### src/rtl/dec_bcd_accumulator_if.sv
// Keypad-side bundle for dec_bcd_accumulator: one-hot digit strobes in, packed BCD and pulses out.
// master drives the key/command strobes; slave is the accumulator.
interface dec_bcd_accumulator_if #(
  parameter int DIGITS = 4
);
  localparam int CW = $clog2(DIGITS + 1);

  logic [9:0]          inn;
  logic                key_valid;
  logic                bksp;
  logic                clear;
  logic [4*DIGITS-1:0] bcd;
  logic [CW-1:0]       count;
  logic                full;
  logic                accept;
  logic                err;
  logic                ovf;

  // Strobes are single-cycle commands sampled on the rising clk edge; there is no ready back-pressure.
  // Rejected commands are reported one cycle later on err/ovf instead of being held off.
  modport master (
    output inn, key_valid, bksp, clear,
    input  bcd, count, full, accept, err, ovf
  );

  modport slave (
    input  inn, key_valid, bksp, clear,
    output bcd, count, full, accept, err, ovf
  );
endinterface

### src/rtl/dec_bcd_accumulator.sv
// Decimal entry register: validates one-hot key digits, encodes them to BCD and shifts them
// into a DIGITS-wide packed register, with backspace, clear, full, error and overflow reporting.
module dec_bcd_accumulator #(
  parameter int DIGITS = 4  // legal range 1..8
) (
  input  logic                  clk,
  input  logic                  rst_n,
  dec_bcd_accumulator_if.slave  bus
);
  localparam int CW = $clog2(DIGITS + 1);
  localparam logic [CW-1:0] FULL_CNT = CW'(DIGITS);
  localparam logic [CW-1:0] ONE_CNT  = CW'(1);

  logic [4*DIGITS-1:0] bcd_q, bcd_d;
  logic [CW-1:0]       count_q, count_d;
  logic                accept_q, accept_d;
  logic                err_q, err_d;
  logic                ovf_q, ovf_d;

  logic                key_ok;
  logic [3:0]          digit_enc;
  logic [4*DIGITS-1:0] bcd_shifted;
  logic                full;

  function automatic logic [3:0] enc(input logic [9:0] v);
    logic [3:0] r;
    r = '0;
    for (int k = 0; k < 10; k++) begin
      if (v[k]) r = r | 4'(k);
    end
    return r;
  endfunction

  // Exactly one bit set: non-zero and clearing the lowest set bit leaves nothing.
  assign key_ok    = (bus.inn != 10'd0) && ((bus.inn & (bus.inn - 10'd1)) == 10'd0);
  assign digit_enc = enc(bus.inn);
  assign full      = (count_q == FULL_CNT);

  generate
    if (DIGITS == 1) begin : g_single
      assign bcd_shifted = digit_enc;
    end else begin : g_multi
      assign bcd_shifted = {bcd_q[4*DIGITS-5:0], digit_enc};
    end
  endgenerate

  always_comb begin
    bcd_d    = bcd_q;
    count_d  = count_q;
    accept_d = 1'b0;
    err_d    = 1'b0;
    ovf_d    = 1'b0;
    if (bus.clear) begin
      bcd_d   = '0;
      count_d = '0;
    end else if (bus.bksp) begin
      if (count_q != '0) begin
        bcd_d   = bcd_q >> 4;
        count_d = count_q - ONE_CNT;
      end
    end else if (bus.key_valid) begin
      // A malformed key is reported as an error even when the register is full.
      if (!key_ok) begin
        err_d = 1'b1;
      end else if (full) begin
        ovf_d = 1'b1;
      end else begin
        bcd_d    = bcd_shifted;
        count_d  = count_q + ONE_CNT;
        accept_d = 1'b1;
      end
    end
  end

  always_ff @(posedge clk or negedge rst_n) begin
    if (!rst_n) begin
      bcd_q    <= '0;
      count_q  <= '0;
      accept_q <= 1'b0;
      err_q    <= 1'b0;
      ovf_q    <= 1'b0;
    end else begin
      bcd_q    <= bcd_d;
      count_q  <= count_d;
      accept_q <= accept_d;
      err_q    <= err_d;
      ovf_q    <= ovf_d;
    end
  end

  assign bus.bcd    = bcd_q;
  assign bus.count  = count_q;
  assign bus.full   = full;
  assign bus.accept = accept_q;
  assign bus.err    = err_q;
  assign bus.ovf    = ovf_q;
endmodule

### src/flat_wrapper.sv
// flat-port wrapper written by rule: the top's interface ports become plain ports
module dec_bcd_accumulator_flat 
#(
  parameter int DIGITS = 4                     
)
  (clk, rst_n, bus_inn, bus_key_valid, bus_bksp, bus_clear, bus_bcd, bus_count, bus_full, bus_accept, bus_err, bus_ovf);
  dec_bcd_accumulator_if #(.DIGITS(DIGITS)) bus_i ();
  input  logic clk;
  input  logic rst_n;
  input wire logic [$bits(bus_i.inn)-1:0] bus_inn;
  input wire logic [$bits(bus_i.key_valid)-1:0] bus_key_valid;
  input wire logic [$bits(bus_i.bksp)-1:0] bus_bksp;
  input wire logic [$bits(bus_i.clear)-1:0] bus_clear;
  output wire logic [$bits(bus_i.bcd)-1:0] bus_bcd;
  output wire logic [$bits(bus_i.count)-1:0] bus_count;
  output wire logic [$bits(bus_i.full)-1:0] bus_full;
  output wire logic [$bits(bus_i.accept)-1:0] bus_accept;
  output wire logic [$bits(bus_i.err)-1:0] bus_err;
  output wire logic [$bits(bus_i.ovf)-1:0] bus_ovf;
  assign bus_i.inn = bus_inn;
  assign bus_i.key_valid = bus_key_valid;
  assign bus_i.bksp = bus_bksp;
  assign bus_i.clear = bus_clear;
  assign bus_bcd = bus_i.bcd;
  assign bus_count = bus_i.count;
  assign bus_full = bus_i.full;
  assign bus_accept = bus_i.accept;
  assign bus_err = bus_i.err;
  assign bus_ovf = bus_i.ovf;
  dec_bcd_accumulator #(.DIGITS(DIGITS)) u_core (.clk(clk), .rst_n(rst_n), .bus(bus_i));
endmodule
### config.mk
export PLATFORM = sky130hd
export DESIGN_NAME = dec_bcd_accumulator_flat
export DESIGN_NICKNAME = d
export VERILOG_FILES = /design/src/rtl/dec_bcd_accumulator_if.sv /design/src/rtl/dec_bcd_accumulator.sv /design/src/flat_wrapper.sv
export SDC_FILE = /design/constraint.sdc
export NUM_CORES = 1
export LEC_CHECK = 0
export CAP_MARGIN = 25
export CORE_ASPECT_RATIO = 2
export CORE_MARGIN = 2
export CORE_UTILIZATION = 46
export DETAILED_ROUTE_END_ITERATION = 10
export PLACE_DENSITY = 0.77
export SLEW_MARGIN = 25
export SYNTH_ARGS = -nofsm -noshare
export SYNTH_HDL_FRONTEND = slang
export SYNTH_SLANG_ARGS = --single-unit
### constraint.sdc
create_clock -name clk -period 1.8 [get_ports clk]
set_input_delay 0.36 -clock clk [delete_from_list [all_inputs] [get_ports clk]]
set_output_delay 0.36 -clock clk [all_outputs]
set_load 0.02 [all_outputs]
==> impl_metrics.tcl <==
set metrics [dict create \
    outcome "finished with violations" \
    violations "negative setup slack" \
    clock_sinks 22 \
    die_h_um 90.0 \
    place_area_um2 2430 \
    vias 2195 \
    synth_edf_count 0 \
    drt_iter0_drc 106 \
    final_max_slew_viol_count 0 \
    syn_to_final_growth_pct 62.7 \
    pwr_density_cell_nw_per_um2 688 \
    min_path_type "primary input to asynchronous set/reset pin" \
    htreeDepth 1 \
    final_cells 332 \
    cp_common_cell "or4_4" \
    ioPinCount 38 \
    syn_nets 220 \
    synth_seq_cells 22 \
    gp_congestion 0.872 \
    fp-row-count 31 \
    criticalPathCategory "primary input to flop" \
    drive_gt1_share_pct 35.0 \
    fin_util_pct 77.6 \
    stdcell_area_um2 2770 \
    firstDrtPassIters 4 \
    core_area_um2 3570 \
    whs_ps 455 \
    cts-root-buf "clkbuf_8" \
    portBuffers 37 \
    seq_area_frac_synth_pct 32.3 \
    grt_pass1_wl_um 10200 \
    cts_tree "yes" \
    share_comb_of_total_power_pct 47.6 \
    ant_nets 0 \
    ir_drop_uv 428 \
    nets 300 \
    grt_use_total_pct 32.1 \
    die-area_um2 4230 \
    yosysUniqueCellTypes 43 \
    cp-start-kind "primary input" \
    cts_made_buffers 3 \
    swShare_pct 37.6 \
    max-clock-path-buffers 2 \
    ys_async_sr_fraction_pct 100 \
    antenna_found_initial 0 \
    r2r_start "u_core.bus.count[0]" \
    r2r_setup_slack_ps -70 \
    hold_buffers 0 \
    insertion_delay_ps 260 \
    clk_pin_slew_ps 80 \
    reg2regPathDepth 5 \
    max_stage_delay_ps 540 \
    hpwlAfterDp_um 4020 \
    relSlewSlack_pct 71.5 \
    end_kind "flop" \
    rr_endpoint "u_core.bus.count[1]" \
    avgRoutedWirePerCell_um 19.7 \
    fin_crit_sh_pct 112 \
    fin_skew_ps 1.37 \
    period_needed_ps 2020 \
    antennaDiodeCount 0 \
    tightestPinTransition_ps 427 \
    maxCapViolations 0 \
    fin_ws_ps -223 \
    power_switching_uw 717 \
    cp.required_ps 1990 \
    p_clk_share_pct 18.8 \
    worst_ep_arrival_time_ps 2210 \
    p_seq_share_pct 33.6 \
    synth_top_family_by_area "simple AND/OR/NAND/NOR gates" \
    hold_viol 0 \
    syn_inst 204 \
    cp_slowest_cell "or4_4" \
    drcViolationCount 0 \
    synth-main-ff-cell "dfrtp_1" \
    synth_xor_area_share_pct 1.03 \
    yosysWarningCount 0 \
    grt_pass1_vias 2211 \
    power.internal_mw 1.19 \
    synth-simple-area-share_pct 30.8 \
    grt_max_degree 25 \
    die_w_um 47.0 \
    placed_cells 316 \
    routed_wl_um 6550 \
    viasPerCell 6.61 \
    synth.avg_cell_area_um2 8.35 \
    start_util_pct 47.7 \
    synthAdderAreaFrac_pct 2.42 \
    leakage_nw 1.23 \
    fmax_mhz 494 \
    synth-compound-area-share_pct 22.0 \
    netlist_area_um2 1700 \
    rsz0062_at_grt "yes" \
    synth_mux_area_share_pct 4.70 \
    cp_max_fo 5 \
    path_cells "buf_6 -> or4_4 -> or2_4 -> o211a_4 -> or4_4 -> o22ai_2" \
    setup_viol 18 \
    grt_overflow_total 0 \
]
registers in the layout, indices dropped and copies added (netlist names):
name,flops
u_core.bus.bcd,16
u_core.bus.accept,1
u_core.bus.err,1
u_core.bus.ovf,1
u_core.bus.count,3
synth_stat cells, types with 2 or more instances:
| cell | n | share of area, % |
|---|---|---|
| buf_1 | 3 | 0.66 |
| dfrtp_1 | 22 | 32 |
| xnor2_1 | 2 | 1.0 |
| nand3_1 | 17 | 5.0 |
| mux2i_1 | 8 | 4.7 |
| nand4b_1 | 2 | 1.0 |
| and3_1 | 9 | 3.3 |
| or2_2 | 2 | 0.73 |
| or4_1 | 2 | 0.88 |
| nor4_1 | 3 | 1.1 |
| a21oi_1 | 2 | 0.59 |
| or3_1 | 3 | 1.1 |
| a221oi_1 | 11 | 5.7 |
| nand2_1 | 9 | 2.0 |
| clkbuf_1 | 14 | 3.1 |
| o22ai_1 | 4 | 1.5 |
| a31oi_1 | 2 | 0.73 |
| o211ai_1 | 16 | 7.1 |
| nor2_1 | 6 | 1.3 |
| inv_1 | 9 | 2.0 |
| nor2b_1 | 3 | 1.1 |
| nand4_1 | 8 | 2.9 |
| a211oi_1 | 2 | 0.88 |
| o21ai_0 | 4 | 1.2 |
| nand2b_1 | 2 | 0.73 |
| or4_4 | 3 | 2.0 |
| nor4b_1 | 3 | 1.5 |
| nor3_1 | 18 | 5.3 |
cell families (layout without fill, tap and decap cells):
logic type | Yosys count | in the layout
mux | 8 | 8
compound gates | 49 | 49
fa+ha+maj | 3 | 3
simple gates | 92 | 92
xor+xnor | 2 | 2
buf+inv | 28 | 107
flops | 22 | 22
area by class of cell:
class	count	area [um2]
Clock buffer	4	55.1
Fill cell	253	798
Inverter	9	33.8
Multi-Input combinational cell	154	1210
Sequential cell	22	552
Tap cell	49	61.3
Timing Repair Buffer	94	861
cells in the final DEF (no fill, tap or decap), types with 3 or more instances in the layout:
cell type / count
nand3_1: 16
buf_2: 3
a221oi_1: 4
inv_1: 8
clkbuf_8: 4
or4_4: 3
a221oi_2: 6
buf_6: 11
mux2i_1: 8
nor2_1: 6
o21ai_0: 3
clkdlybuf4s50_1: 23
nor2b_1: 3
nor3_1: 16
dlygate4sd2_1: 3
o211ai_1: 16
buf_4: 46
o22ai_2: 3
and3_1: 9
nand2_1: 9
nand4_1: 8
dfrtp_1: 21
worst max-delay path, delay by kind of cell:
family | cells | cell delay (ps)
AO/OA/AOI/OAI | 2 | 440
buffers and inverters | 1 | 90
AND/OR/NAND/NOR | 3 | 1310
through the flow:
stage          setup slack [ps]  TNS, ps  total power [mW]
3_5_place_dp               -824   -15120              1.39
3_3_place_gp               -762   -14080              1.37
4_1_cts                    -262    -2750              1.84
5_1_grt                    -246    -2660              1.97
2_1_floorplan              -319    -4330             0.995
6_report                   -223    -1850              1.90
how the worst max path moves through the flow:
stage / to / cells past startpoint / from
after global placement: u_core.bus.bcd[15] / 6 / bus_inn[2]
after CTS: u_core.bus.bcd[13] / 6 / bus_inn[1]
after floorplan: u_core.bus.bcd[2] / 6 / bus_inn[2]
final: u_core.bus.bcd[14] / 6 / bus_inn[1]
after global routing: u_core.bus.bcd[14] / 6 / bus_inn[1]
after detailed placement: u_core.bus.bcd[15] / 6 / bus_inn[2]
timing repair:
item,4_1_cts,5_1_grt
buffers inserted,7,4
pin swaps,40,22
gates resized for setup,55,29
endpoints found under the hold margin,0,0
endpoints found under the setup margin,25,24
gates cloned,4,1
power by group through the flow:
stage | Combinational (mW) | Sequential (mW) | Clock, mW
finish | 0.907 | 0.639 | 0.358
global route | 0.955 | 0.648 | 0.369
CTS | 0.854 | 0.631 | 0.357
detailed placement | 0.750 | 0.637 | 0
global placement | 0.736 | 0.636 | 0
floorplan | 0.296 | 0.699 | 0
routing by layer:
metal | GRT usage (%) | vias up | wire length (um)
met5 | 0 | - | 0
met3 | 2.61 | 46 | 469
met2 | 54.0 | 150 | 3550
met1 | 34.9 | 1042 | 2100
li1 | - | 957 | -
met4 | 21.1 | 0 | 426
No activity file was read; power rests on OpenSTA's default activity.
==> variant 1: new RTL, same flow settings <==
`DIGITS` is set to 4 in 3 places; all go to 8.
--- a/src/rtl/dec_bcd_accumulator_if.sv
+++ b/src/rtl/dec_bcd_accumulator_if.sv
@@ -2,5 +2,5 @@
 // master drives the key/command strobes; slave is the accumulator.
 interface dec_bcd_accumulator_if #(
-  parameter int DIGITS = 4
+  parameter int DIGITS = 8
 );
   localparam int CW = $clog2(DIGITS + 1);
--- a/src/rtl/dec_bcd_accumulator.sv
+++ b/src/rtl/dec_bcd_accumulator.sv
@@ -2,5 +2,5 @@
 // into a DIGITS-wide packed register, with backspace, clear, full, error and overflow reporting.
 module dec_bcd_accumulator #(
-  parameter int DIGITS = 4  // legal range 1..8
+  parameter int DIGITS = 8  // legal range 1..8
 ) (
   input  logic                  clk,
--- a/src/flat_wrapper.sv
+++ b/src/flat_wrapper.sv
@@ -2,5 +2,5 @@
 module dec_bcd_accumulator_flat 
 #(
-  parameter int DIGITS = 4                     
+  parameter int DIGITS = 8                     
 )
   (clk, rst_n, bus_inn, bus_key_valid, bus_bksp, bus_clear, bus_bcd, bus_count, bus_full, bus_accept, bus_err, bus_ovf);
Interface: changed (resized bus_bcd and bus_count); port bits go from 38 to 55. No check against the original RTL was run, so the function may have changed too.
==> variant 1 against the unedited design <==
The flow still finishes with violations (negative setup slack); clock skew up 0.0073 ns; setup slack lost 0.12 ns; total power increased by 23%; cell area grew 18%; critical path depth up 1; sequential cell count increased by 17; area after synthesis increased by 19%; routed wire length is 10% lower; first-iteration DRC count fell by 62%; critical endpoint is now u_core.bus.bcd[0]$_DFFE_PN0P_.
==> variant 1: results (changes against the unedited design) <==
- Power Density: 718 nW/um^2 (+4.4%)
- HPWL Detailed: 3730 um (-7.2%)
- Crit path arrival time: 2.34 ns (+0.13 ns)
- Number of flip-flops in the largest register: 32 (+16)
- CTS Buf Count: 5 (+2)
- Crit-path max FO: 7 (+2)
- Htree depth: 2 (+1)
- Seq/Total Area, Yosys: 0.480 (+0.157)
- First-pass GRT wire length: 9670 um (-4.8%)
- PortBufs: 54 (+46%)
- Internal power: 0.00163 W (+37%)
- Drt wl/cell: 18.1 um (-8.3%)
- Setup WS post-layout: -0.347 ns (-0.124 ns)
- Syn Area/Cell: 11.6 um^2 (+38%)
- Leakage power: 1.53 nW (+24%)
- All-layer global routing usage: 0.258 (-0.0630)
- Area after DPL: 2870 um^2 (+18%)
- # clk buffers: 7 (+3)
- Detailed Route Iter0 Violations: 40 (-62%)
- Share of total power in sequential cells: 0.413 (+0.077)
- Worst R2R Path Depth: 8 (+3)
- Setup crit end: u_core.bus.bcd[0]$_DFFE_PN0P_
- Sequential cell area share: 0.298 (+0.0992)
- Skew final: 0.00863 ns (+0.00727 ns)
- RePlAce Congestion: 0.875 (+0.45%)
- Synth cell count leaders: 39 x dfrtp_1, 25 x o2bb2ai_1, 24 x mux2i_1, 11 x nand2_1, 9 x nor2_1
- Fillers: 276 (+9.1%)
- Final setup viols: 37 (+19)
- Routed wl met3: 255 um (-46%)
- Comb power frac: 0.321 (-0.155)
- Largest net degree at the start of global routing: 29 (+16%)
- M1 WL: 2200 um (+5.1%)
- Reg-to-Reg End: u_core.bus.bcd[29]$_DFFE_PN0P_
- Failing checks: negative setup slack
- Met2 WL: 3220 um (-9.3%)
- Seq cells: 39 (+77%)
- R2R setup slack: -0.15 ns (-0.08 ns)
- Mapped Nets: 194 (-12%)
- Vias: 1,864 (-15%)
- Peak supply drop: 0.00114 V (+170%)
- #MultiIn Comb: 120 (-22%)
- Invs w/o clock: 5 (-4)
- Non-clock buffer share: 0.301 (-0.0100)
- Footprint of the multi-input gates: 1130 um^2 (-6.0%)
- Worst hold margin: 0.0616 ns (-0.393 ns)
- Flip-flop and latch area: 977 um^2 (+77%)
- GR Util met3: 0.0474 (+0.0213)
- Via density: 5.72 (-14%)
- Status: complete, but fails checks
- Clk_lat worst skew: 0.30 ns (+0.04 ns)
- Pre-CTS setup slack: -1.00 ns (-0.176 ns)
-- variant 1: changes by cell type after synthesis, sizes merged, moves of 4 or more --
| cell | unedited run | this run |
|---|---|---|
| o2bb2ai | 1 | 25 |
| dfrtp | 22 | 39 |
| mux2i | 8 | 24 |
| nand3 | 17 | 1 |
| o211ai | 16 | 2 |
| a221oi | 11 | 0 |
| nor3 | 18 | 7 |
| and3 | 9 | 0 |
| clkbuf | 14 | 5 |
| nand4 | 8 | 1 |
| inv | 9 | 4 |
| a22o | 0 | 4 |
-- variant 1: worst min-delay path by stage --
stage                     cells after the start  startpoint                             end
after floorplan                               0       rst_n     u_core.bus.accept$_DFF_PN0_
after global placement                        1       rst_n  u_core.bus.bcd[24]$_DFFE_PN0P_
after detailed placement                      1       rst_n  u_core.bus.bcd[28]$_DFFE_PN0P_
after CTS                                     1       rst_n   u_core.bus.bcd[1]$_DFFE_PN0P_
after global routing                          1       rst_n  u_core.bus.bcd[16]$_DFFE_PN0P_
final                                         1       rst_n  u_core.bus.bcd[16]$_DFFE_PN0P_
-- variant 1: critical path, cell delays in order --
cell,delay [ns]
buf_2,0.11
or4_4,0.54
or4_4,0.50
nand4_1,0.13
o31a_4,0.14
or2_4,0.23
mux2_4,0.32
-- variant 1: logic make-up (layout without fill, tap and decap cells) --
family	count (synthesis)	after routing	synth area share
compound gates	49	49	0.201
simple gates	40	40	0.103
flops	39	39	0.480
mux	27	27	0.135
buf+inv	17	113	0.0548
fa+ha+maj	3	3	0.0222
xor+xnor	1	1	0.00431
-- variant 1: repair_timing --
| action | CTS | global route |
|---|---|---|
| endpoints found under the setup margin | 40 | 40 |
| cloned | 3 | 1 |
| hold endpoints to repair | 0 | 0 |
| pin swaps | 10 | 8 |
| buffers inserted | 5 | 0 |
| gates resized for setup | 59 | 20 |
==> variant 2: new RTL, config.mk and constraints unchanged <==
Made on the original files. Make the reset (`rst_n`) synchronous in one clocked block.
--- a/src/rtl/dec_bcd_accumulator.sv
+++ b/src/rtl/dec_bcd_accumulator.sv
@@ -73,5 +73,5 @@
   end
 
-  always_ff @(posedge clk or negedge rst_n) begin
+  always_ff @(posedge clk) begin
     if (!rst_n) begin
       bcd_q    <= '0;
Function: differs if rst_n is asserted again (counterexample within 4 cycles, from zero or initial values and one cycle with rst_n low); with rst_n held inactive, the same outputs for 10 cycles.
==> variant 2 against the unedited design <==
Utilization up 1.5 points; total power fell by 42%; cell area shrank 28%; sequential cell count stayed put; count of clock-buffer cells in the layout is the same; setup slack better by 0.25 ns; clock skew is 0.0028 ns higher; non-clock buffer count shrank 25; global-route usage shrank 3.7 points; area after synthesis shrank 28%; cell count is 30% lower; routed wire length shrank 38%; die area decreased by 26%; critical endpoint is now u_core.bus.bcd[7]$_SDFFE_PP0P_; largest cell class unchanged.
==> variant 2: results (changes against the unedited design) <==
- Htree depth: 1 (unchanged)
- CTS Buf Count: 3 (unchanged)
- Clk_lat worst skew: 0.27 ns
- Syn Area/Cell: 8.99 um^2 (+7.7%)
- Area after DPL: 1850 um^2 (-24%)
- R2r startpoint: u_core.bus.count[0]$_SDFFE_PP0P_
- Fillers: 180 (-29%)
- HPWL Detailed: 2980 um (-26%)
- Detailed Route Iter0 Violations: 28 (-74%)
- Post-synthesis compound-gate area fraction: 0.255 (+0.0347)
- Mux cell area share after synthesis: 0.0650 (+0.0180)
- Skew final: 0.00413 ns (+0.00276 ns)
- Largest cells by area after synthesis: dfxtp_1 36%, mux2i_1 6.5%, o31a_1 3.6%
- Longest Clk Path Bufs: 2 (unchanged)
- Status: completed
- Via density: 6.01 (-9.1%)
- RePlAce Congestion: 0.886 (+1.7%)
- CTS clock-pin slew for the worst setup and hold paths: 0.08 ns (about the same)
- Drt wl/cell: 17.4 um (-12%)
- CP top delay family: buffers and inverters
- Peak supply drop: 0.000483 V (+13%)
- Setup crit start: bus_inn[9]
- Largest net degree at the start of global routing: 17 (-32%)
- First-pass GRT wire length: 6310 um (-38%)
- PortBufs: 37 (unchanged)
- Worst path slowest cell: clkdlybuf4s50_1
- Clock root cell: clkbuf_8
- Crit-path max FO: 5 (unchanged)
- Critical path's largest stage delay: 0.42 ns (-0.12 ns)
- Number of diodes: 0 (unchanged)
- Library cells used by synthesis: 43 (unchanged)
- Async S/R FF share, synth: 0 (-1.00)
- Number of flip-flops in the largest register: 16 (unchanged)
- Worst-margin pin slew: 0.328 ns (-0.0983 ns)
- All-layer global routing usage: 0.284 (-0.0370)
- Seq/Total Area, Yosys: 0.358 (+0.0344)
- Leakage power: 0.806 nW (-35%)
- Mapped Nets: 153 (-30%)
- Synth cell count leaders: 22 x dfxtp_1, 11 x nand2_1, 8 x mux2i_1, 6 x and3_1, 6 x nor2_1
- Share of cells above drive strength 1: 0.286 (-0.0641)
- Hold WC Path Type: flop to flop
- Synth Area in Adders: 0.0163 (-0.00799)
- Pre-CTS setup slack: -0.583 ns (+0.241 ns)
- Post-Synth XOR/XNOR Area: 0.0142 (+0.00394)
- Synth Warn #: 0 (unchanged)
- Post-Layout Cell Count: 231 (-30%)
- Number of global-route vias before repair: 1,437 (-35%)
- Min-delay src: u_core.bus.bcd[2]$_SDFFE_PP0P_
- Fin nets: 220 (-27%)
- Initial antenna violation count: 0 (unchanged)
- TritonRoute pass-1 iters: 4 (unchanged)
- Crit path arrival time: 1.94 ns (-0.27 ns)
-- variant 2: cell count changes after synthesis, moves of 5 or more --
| cell | delta |
|---|---|
| nand4_1 | -8 |
| dfxtp_1 | +22 |
| dfrtp_1 | -22 |
| nor3_1 | -13 |
| clkbuf_1 | -11 |
| nand3_1 | -12 |
| o211ai_1 | -12 |
| o31a_1 | +5 |
| a221oi_1 | -11 |
-- variant 2: layout make-up --
class / count / area share
clock buffer: 4 / 0.0274
inverter: 5 / 0.00935
multi-input combinational: 103 / 0.417
sequential: 22 / 0.221
tap: 28 / 0.0174
timing repair buffer: 69 / 0.308
-- variant 2: where the power goes --
part           leakage (nW)  total [W]  switching (W)  internal [W]
Combinational         0.598   0.000248       0.000131      0.000116
Clock                0.0288   0.000362       0.000167      0.000195
Sequential            0.179   0.000497     0.00000506      0.000492
-- variant 2: cells by family (layout without fill, tap and decap cells) --
group	Yosys count	count (layout)
compound gates	40	40
buf+inv	12	78
flops	22	22
mux	8	8
xor+xnor	2	2
simple gates	52	52
fa+ha+maj	1	1
-- variant 2: stage by stage --
stage                      util  hold WS [ns]
after global routing      0.791         0.526
after detailed placement  0.728         0.477
final                     0.791         0.494
after global placement    0.728         0.466
after floorplan               -         0.541
after CTS                 0.766         0.494
-- variant 2: final timing paths --
path	endpoint	slack (ns)	cells past startpoint
min	u_core.bus.bcd[2]$_SDFFE_PP0P_	0.49	2
max reg2reg	u_core.bus.count[2]$_SDFFE_PP0P_	0.11	6
max	u_core.bus.bcd[7]$_SDFFE_PP0P_	0.02	9
min reg2reg	u_core.bus.bcd[2]$_SDFFE_PP0P_	0.49	2
-- variant 2: timing repair --
action,CTS,global route
pin swaps,4,10
endpoints found under the setup margin,24,21
resized for setup,25,17
setup buffers,1,1
-- variant 2: tightest hold or removal path: stages, from the launching register on --
cell     delay [ns]
dfxtp_1        0.33
nand2_1        0.06
mux2i_1        0.06
-- variant 2: metal layers --
layer	share of wire	up-vias	track usage
li1	-	654	-
met1	0.35	674	0.290
met2	0.59	51	0.506
met3	0.035	9	0.0376
met4	0.022	0	0.130
met5	0	-	0
